==> src/rtl/aes_pkg.sv <==
// aes_pkg: shared definitions for the AES-CTR core arbiter.
//   BLOCK_SIZE  : stream data width (bits), from `AES_BLOCK_SIZE when defined.
//   KEEP_W      : tkeep width (one bit per data byte).
//   HDR_BEATS   : header beats (key-low, key-high, counter) before the text.
//   arb_state_t : one-hot arbiter state encoding.
//   rr_pick     : round-robin winner selection between the two clients.
`ifndef AES_BLOCK_SIZE
`define AES_BLOCK_SIZE 128
`endif

package aes_pkg;

  localparam int BLOCK_SIZE = `AES_BLOCK_SIZE;
  localparam int KEEP_W     = BLOCK_SIZE / 8;

  localparam logic [1:0] HDR_BEATS = 2'd3;

  typedef enum logic [2:0] {
    ST_IDLE  = 3'b001,
    ST_FEED  = 3'b010,
    ST_DRAIN = 3'b100
  } arb_state_t;

  // A lone requester always wins; on a tie the client that was not granted
  // last time wins. With nobody valid the previous grantee is kept.
  function automatic logic rr_pick(input logic [1:0] valid, input logic last_grant);
    logic win;
    case (valid)
      2'b01:   win = 1'b0;
      2'b10:   win = 1'b1;
      2'b11:   win = ~last_grant;
      default: win = last_grant;
    endcase
    return win;
  endfunction

endpackage

==> src/rtl/aes_ctr_arbiter.sv <==
// aes_ctr_arbiter: message-granular round-robin arbiter sharing one AES-256
// CTR core between two AXI-Stream clients.
//
// Ports
//   Clk, Rst              : clock; synchronous active-high reset.
//   S0_axis_*, S1_axis_*  : client request streams (key-lo, key-hi, counter,
//                           then text beats ending in tlast).
//   M0_axis_*, M1_axis_*  : client response streams.
//   C_s_axis_*            : stream into the core's slave port.
//   C_m_axis_*            : stream from the core's master port.
//   Busy                  : a message is in flight (state != ST_IDLE).
//   Owner                 : current or most recent grantee.
//
// Handshake: every stream moves a beat on a cycle where tvalid and tready are
// both high; tvalid never depends on tready on any path through this block,
// and all data paths are combinational (no storage, no added latency).
module aes_ctr_arbiter
  import aes_pkg::*;
(
  input  logic                  Clk,
  input  logic                  Rst,

  input  logic                  S0_axis_tvalid,
  output logic                  S0_axis_tready,
  input  logic [BLOCK_SIZE-1:0] S0_axis_tdata,
  input  logic [KEEP_W-1:0]     S0_axis_tkeep,
  input  logic                  S0_axis_tlast,
  input  logic                  S0_axis_tuser,

  input  logic                  S1_axis_tvalid,
  output logic                  S1_axis_tready,
  input  logic [BLOCK_SIZE-1:0] S1_axis_tdata,
  input  logic [KEEP_W-1:0]     S1_axis_tkeep,
  input  logic                  S1_axis_tlast,
  input  logic                  S1_axis_tuser,

  output logic                  M0_axis_tvalid,
  input  logic                  M0_axis_tready,
  output logic [BLOCK_SIZE-1:0] M0_axis_tdata,
  output logic [KEEP_W-1:0]     M0_axis_tkeep,
  output logic                  M0_axis_tlast,

  output logic                  M1_axis_tvalid,
  input  logic                  M1_axis_tready,
  output logic [BLOCK_SIZE-1:0] M1_axis_tdata,
  output logic [KEEP_W-1:0]     M1_axis_tkeep,
  output logic                  M1_axis_tlast,

  output logic                  C_s_axis_tvalid,
  input  logic                  C_s_axis_tready,
  output logic [BLOCK_SIZE-1:0] C_s_axis_tdata,
  output logic [KEEP_W-1:0]     C_s_axis_tkeep,
  output logic                  C_s_axis_tlast,
  output logic                  C_s_axis_tuser,

  input  logic                  C_m_axis_tvalid,
  output logic                  C_m_axis_tready,
  input  logic [BLOCK_SIZE-1:0] C_m_axis_tdata,
  input  logic [KEEP_W-1:0]     C_m_axis_tkeep,
  input  logic                  C_m_axis_tlast,

  output logic                  Busy,
  output logic                  Owner
);

  arb_state_t state, state_next;
  logic       last_grant, last_grant_next;
  logic [1:0] hdr_cnt, hdr_cnt_next;
  logic [1:0] hdr_inc;
  logic       feeding;
  logic       cs_hs, cm_hs;

  // ---------------------------------------------------------------------------
  // State registers
  // ---------------------------------------------------------------------------
  always_ff @(posedge Clk) begin
    if (Rst) begin
      state      <= ST_IDLE;
      last_grant <= 1'b1;
      hdr_cnt    <= 2'd0;
    end else begin
      state      <= state_next;
      last_grant <= last_grant_next;
      hdr_cnt    <= hdr_cnt_next;
    end
  end

  // ---------------------------------------------------------------------------
  // Request path: the granted client is wired straight to the core in FEED.
  // ---------------------------------------------------------------------------
  assign feeding = (state == ST_FEED);

  always_comb begin
    if (last_grant) begin
      C_s_axis_tvalid = feeding & S1_axis_tvalid;
      C_s_axis_tdata  = S1_axis_tdata;
      C_s_axis_tkeep  = S1_axis_tkeep;
      C_s_axis_tlast  = S1_axis_tlast;
      C_s_axis_tuser  = S1_axis_tuser;
    end else begin
      C_s_axis_tvalid = feeding & S0_axis_tvalid;
      C_s_axis_tdata  = S0_axis_tdata;
      C_s_axis_tkeep  = S0_axis_tkeep;
      C_s_axis_tlast  = S0_axis_tlast;
      C_s_axis_tuser  = S0_axis_tuser;
    end
  end

  assign S0_axis_tready = feeding & ~last_grant & C_s_axis_tready;
  assign S1_axis_tready = feeding &  last_grant & C_s_axis_tready;

  // ---------------------------------------------------------------------------
  // Response path: the core output always follows Owner, in every state.
  // ---------------------------------------------------------------------------
  assign M0_axis_tvalid  = ~last_grant & C_m_axis_tvalid;
  assign M1_axis_tvalid  =  last_grant & C_m_axis_tvalid;
  assign M0_axis_tdata   = C_m_axis_tdata;
  assign M1_axis_tdata   = C_m_axis_tdata;
  assign M0_axis_tkeep   = C_m_axis_tkeep;
  assign M1_axis_tkeep   = C_m_axis_tkeep;
  assign M0_axis_tlast   = C_m_axis_tlast;
  assign M1_axis_tlast   = C_m_axis_tlast;
  assign C_m_axis_tready = last_grant ? M1_axis_tready : M0_axis_tready;

  assign cs_hs = C_s_axis_tvalid & C_s_axis_tready;
  assign cm_hs = C_m_axis_tvalid & C_m_axis_tready;

  // Header-beat count including the beat being accepted now. It reaches
  // HDR_BEATS on the counter beat, so tlast there closes a zero-text message,
  // while tlast on either key beat is just forwarded.
  assign hdr_inc = (hdr_cnt == HDR_BEATS) ? hdr_cnt : hdr_cnt + 2'd1;

  // ---------------------------------------------------------------------------
  // Next-state logic
  // ---------------------------------------------------------------------------
  always_comb begin
    state_next      = state;
    last_grant_next = last_grant;
    hdr_cnt_next    = hdr_cnt;
    case (state)
      ST_IDLE: begin
        if (S0_axis_tvalid || S1_axis_tvalid) begin
          last_grant_next = rr_pick({S1_axis_tvalid, S0_axis_tvalid}, last_grant);
          hdr_cnt_next    = 2'd0;
          state_next      = ST_FEED;
        end
      end
      ST_FEED: begin
        if (cs_hs) begin
          hdr_cnt_next = hdr_inc;
          if (C_s_axis_tlast && (hdr_inc == HDR_BEATS)) begin
            // A zero-latency core may hand back its last beat in the same
            // cycle the last input beat is taken; there is nothing to drain.
            if (cm_hs && C_m_axis_tlast) state_next = ST_IDLE;
            else                         state_next = ST_DRAIN;
          end
        end
      end
      ST_DRAIN: begin
        if (cm_hs && C_m_axis_tlast) state_next = ST_IDLE;
      end
      default: begin
        state_next   = ST_IDLE;
        hdr_cnt_next = 2'd0;
      end
    endcase
  end

  assign Busy  = (state != ST_IDLE);
  assign Owner = last_grant;

endmodule

==> config.mk <==
export PLATFORM = sky130hd
export DESIGN_NAME = aes_ctr_arbiter
export DESIGN_NICKNAME = d
export VERILOG_FILES = /design/src/rtl/aes_pkg.sv /design/src/rtl/aes_ctr_arbiter.sv
export SDC_FILE = /design/constraint.sdc
export NUM_CORES = 1
export LEC_CHECK = 0
export ABC_CLOCK_PERIOD_IN_PS = 1450
export BUFFER_PORTS_ARGS = -buffer_cell sky130_fd_sc_hd__buf_2
export CAP_MARGIN = 30
export CORE_AREA = 2 2 351 353
export CTS_CLUSTER_DIAMETER = 100
export DETAILED_ROUTE_END_ITERATION = 12
export DIE_AREA = 0 0 353 355
export PLACE_DENSITY_LB_ADDON = 0.3
export SLEW_MARGIN = 25
export SYNTH_ARGS = -nofsm -noshare
export SYNTH_HDL_FRONTEND = slang
export SYNTH_SLANG_ARGS = --single-unit
==> constraint.sdc <==
create_clock -name Clk -period 1.45 [get_ports Clk]
set_input_delay 0.145 -clock Clk [delete_from_list [all_inputs] [get_ports Clk]]
set_output_delay 0.145 -clock Clk [all_outputs]
set_load 0.05 [all_outputs]
==> flow_metrics.tcl <==
set metrics [dict create \
    drt-total-wl_um 53100 \
    clk_path_buf_depth 2 \
    synth_edf_count 0 \
    final_layout_size_suffix_gt1_frac 0.948 \
    ir_drop_v 0.000305 \
    r2r_slack_ps -110 \
    layout_setup_ws_ps -257 \
    yosys-top-cells-count "291 x buf_4, 146 x mux2_2, 16 x buf_2" \
    utilization 0.0648 \
    via_count 4744 \
    wl_per_cell_um 23.0 \
    finalMaxSlewViolations 0 \
    yosys_warnings 0 \
    critical_path_arrival_ps 1560 \
    crit_path_end_kind "primary output" \
    die_w_um 353 \
    r2r-end "state[2]" \
    dieArea_um2 125000 \
    drt_pass1_iterations 4 \
    r2r.worst_path.cells 6 \
    leakage_nw 3.34 \
    path_buf_inv 3 \
    synthCells 501 \
    tritoncts "yes" \
    netlist_area_um2 4290 \
    cts_buffers 3 \
    hold_start "Rst" \
    outcome "finished with violations" \
    synth_seq_cells 6 \
    maxCapViolations 0 \
    finalHoldViolations 0 \
    hpwl_um 49400 \
    worst_hold_path.endpoint "hdr_cnt[0]" \
    final_area_um2 7860 \
    grt_util_met2 0.122 \
    clk_pin_slew_ps 40 \
    critPathLaunch "Owner" \
    violations "setup timing" \
    top_usage_layer "met2" \
    crit_required_ps 1310 \
    seq_area_frac_synth 0.0280 \
    use_met1 0.0960 \
    critical_path_depth 4 \
    row_count 128 \
    whs_path_depth 2 \
    synth_top_area_share 0.510 \
    syn-num-nets 946 \
    syn_area_per_cell_um2 8.56 \
    crit_family "buffers and inverters" \
    hold_path.class "input port to register" \
    path_cells "buf_12, buf_4, mux2_2, buf_4" \
    reg2reg_from "Owner" \
    use_met3 0.0402 \
    cts.sinks 6 \
    critPathKind "register to primary output" \
    finalCritPeriodShare 1.18 \
    yosys.area.top_type "buf_4" \
    synth.distinct_cells 26 \
    clock-skew-final_ps 4.92 \
    setup_viol 154 \
    grt_max_degree 26 \
    place_area_um2 6640 \
    max_freq_mhz 586 \
    die_y_um 355 \
    grt_pass1_vias 4399 \
    via_per_inst 2.05 \
    start_util 0.0353 \
    hold_buffers 0 \
    core_um2 121000 \
    whs_ps 159 \
    regArea_um2 125 \
    crit_slowest_cell "mux2_2" \
    rsz0062_at_grt "true" \
    multi_input_area_um2 2120 \
    antenna_found_initial 110 \
    tightest_slew_ps 311 \
    gp_congestion 0.658 \
    clkLatencyLatePin_ps 230 \
    cpMostUsedCell "buf_4" \
    synth_area_leaders "buf_4 51%, mux2_2 38%, dfxtp_1 2.8%" \
    ys.flop_type "dfxtp_1" \
    grt_pass1_wl_um 61500 \
    drtAntennaViolNets 0 \
    power_density_nw_per_um2 674 \
    area_delta_synth_final_pct 83.5 \
    finalPower_mw 5.30 \
    n_fill_cell 14400 \
    num_io_pins 889 \
    startpoint_type "register" \
    root_buffer "clkbuf_16" \
    h-tree-depth 1 \
    finalNetCount 1132 \
    drc 0 \
    gr-total-overflow 0 \
    slew_headroom 0.790 \
    slowest_delay_ps 380 \
    yosysMostFrequentCell "buf_4" \
    portBuffers 456 \
    period_needed_ps 1710 \
    critPathMaxFanout 15 \
    grt_use_total 0.0790 \
    drt-initial-drc-count 103 \
    synth_async_sr_flop_share 0 \
]
## cells by family (layout without fill, tap and decap cells)
family | after synthesis | in the layout | synth area share
multiplexers | 148 | 148 | 0.389
other | 0 | 3 | 0
AO/OA/AOI/OAI | 15 | 15 | 0.0234
buffers and inverters | 310 | 495 | 0.531
flip-flops | 6 | 6 | 0.0280
AND/OR/NAND/NOR | 22 | 22 | 0.0292
## how the worst max path moves through the flow
stage | end
after floorplan | C_s_axis_tdata[10]
after CTS | C_s_axis_tdata[79]
after global routing | C_s_axis_tdata[28]
after global placement | C_s_axis_tdata[79]
after detailed placement | C_s_axis_tkeep[13]
final | C_s_axis_tdata[62]
## through the flow
step | instances | setup TNS (ps) | setup WS, ps
floorplan | 501 | -9390 | -110
detailed placement | 2297 | -2870 | -113
CTS | 2305 | -31940 | -310
finish | 2314 | -27630 | -257
global placement | 2297 | -2630 | -117
global route | 2312 | -36000 | -315
## layer usage
metal	up-vias	part of all wire	routed length [um]
li1	1763	-	-
met1	1921	0.39	20800
met2	780	0.42	22300
met3	272	0.14	7270
met4	8	0.051	2710
met5	-	0.00096	51
## placed cells by master, fill, tap and decap left out, types with 2 or more instances in the layout
cell type / count
buf_12: 10
nor2_1: 2
mux2_4: 50
dfxtp_1: 4
buf_2: 333
diode_2: 3
o21ai_0: 3
nor2b_1: 3
buf_8: 34
mux2_2: 97
buf_6: 55
a311oi_1: 2
nor2b_2: 2
inv_1: 3
buf_4: 52
a21oi_1: 4
nor3_1: 2
clkbuf_16: 6
nand2_1: 3
## report_power, final
group	total, mW	internal (mW)	switching (mW)
logic	4.64	1.90	2.73
registers	0.192	0.179	0.0122
clock network	0.470	0.366	0.104
## area by class of cell
cell class	count	area share
antenna	3	0.000955
clock buffer	4	0.0100
inverter	3	0.00143
multi-input combinational	185	0.269
sequential	6	0.0159
tap	1625	0.259
timing repair buffer	488	0.444
## state kept, by name (all words and copies together) (netlist names)
| name | cells |
|---|---|
| hdr_cnt | 2 |
| Owner | 1 |
| state | 3 |
## what timing repair did
| action | CTS | global route |
|---|---|---|
| pin swaps | 1 | 1 |
| setup endpoints to repair | 155 | 157 |
| resized for setup | 170 | 134 |
| buffers inserted | 3 | 2 |
| cloned | 1 | 4 |
No activity file was read; power rests on OpenSTA's default activity.
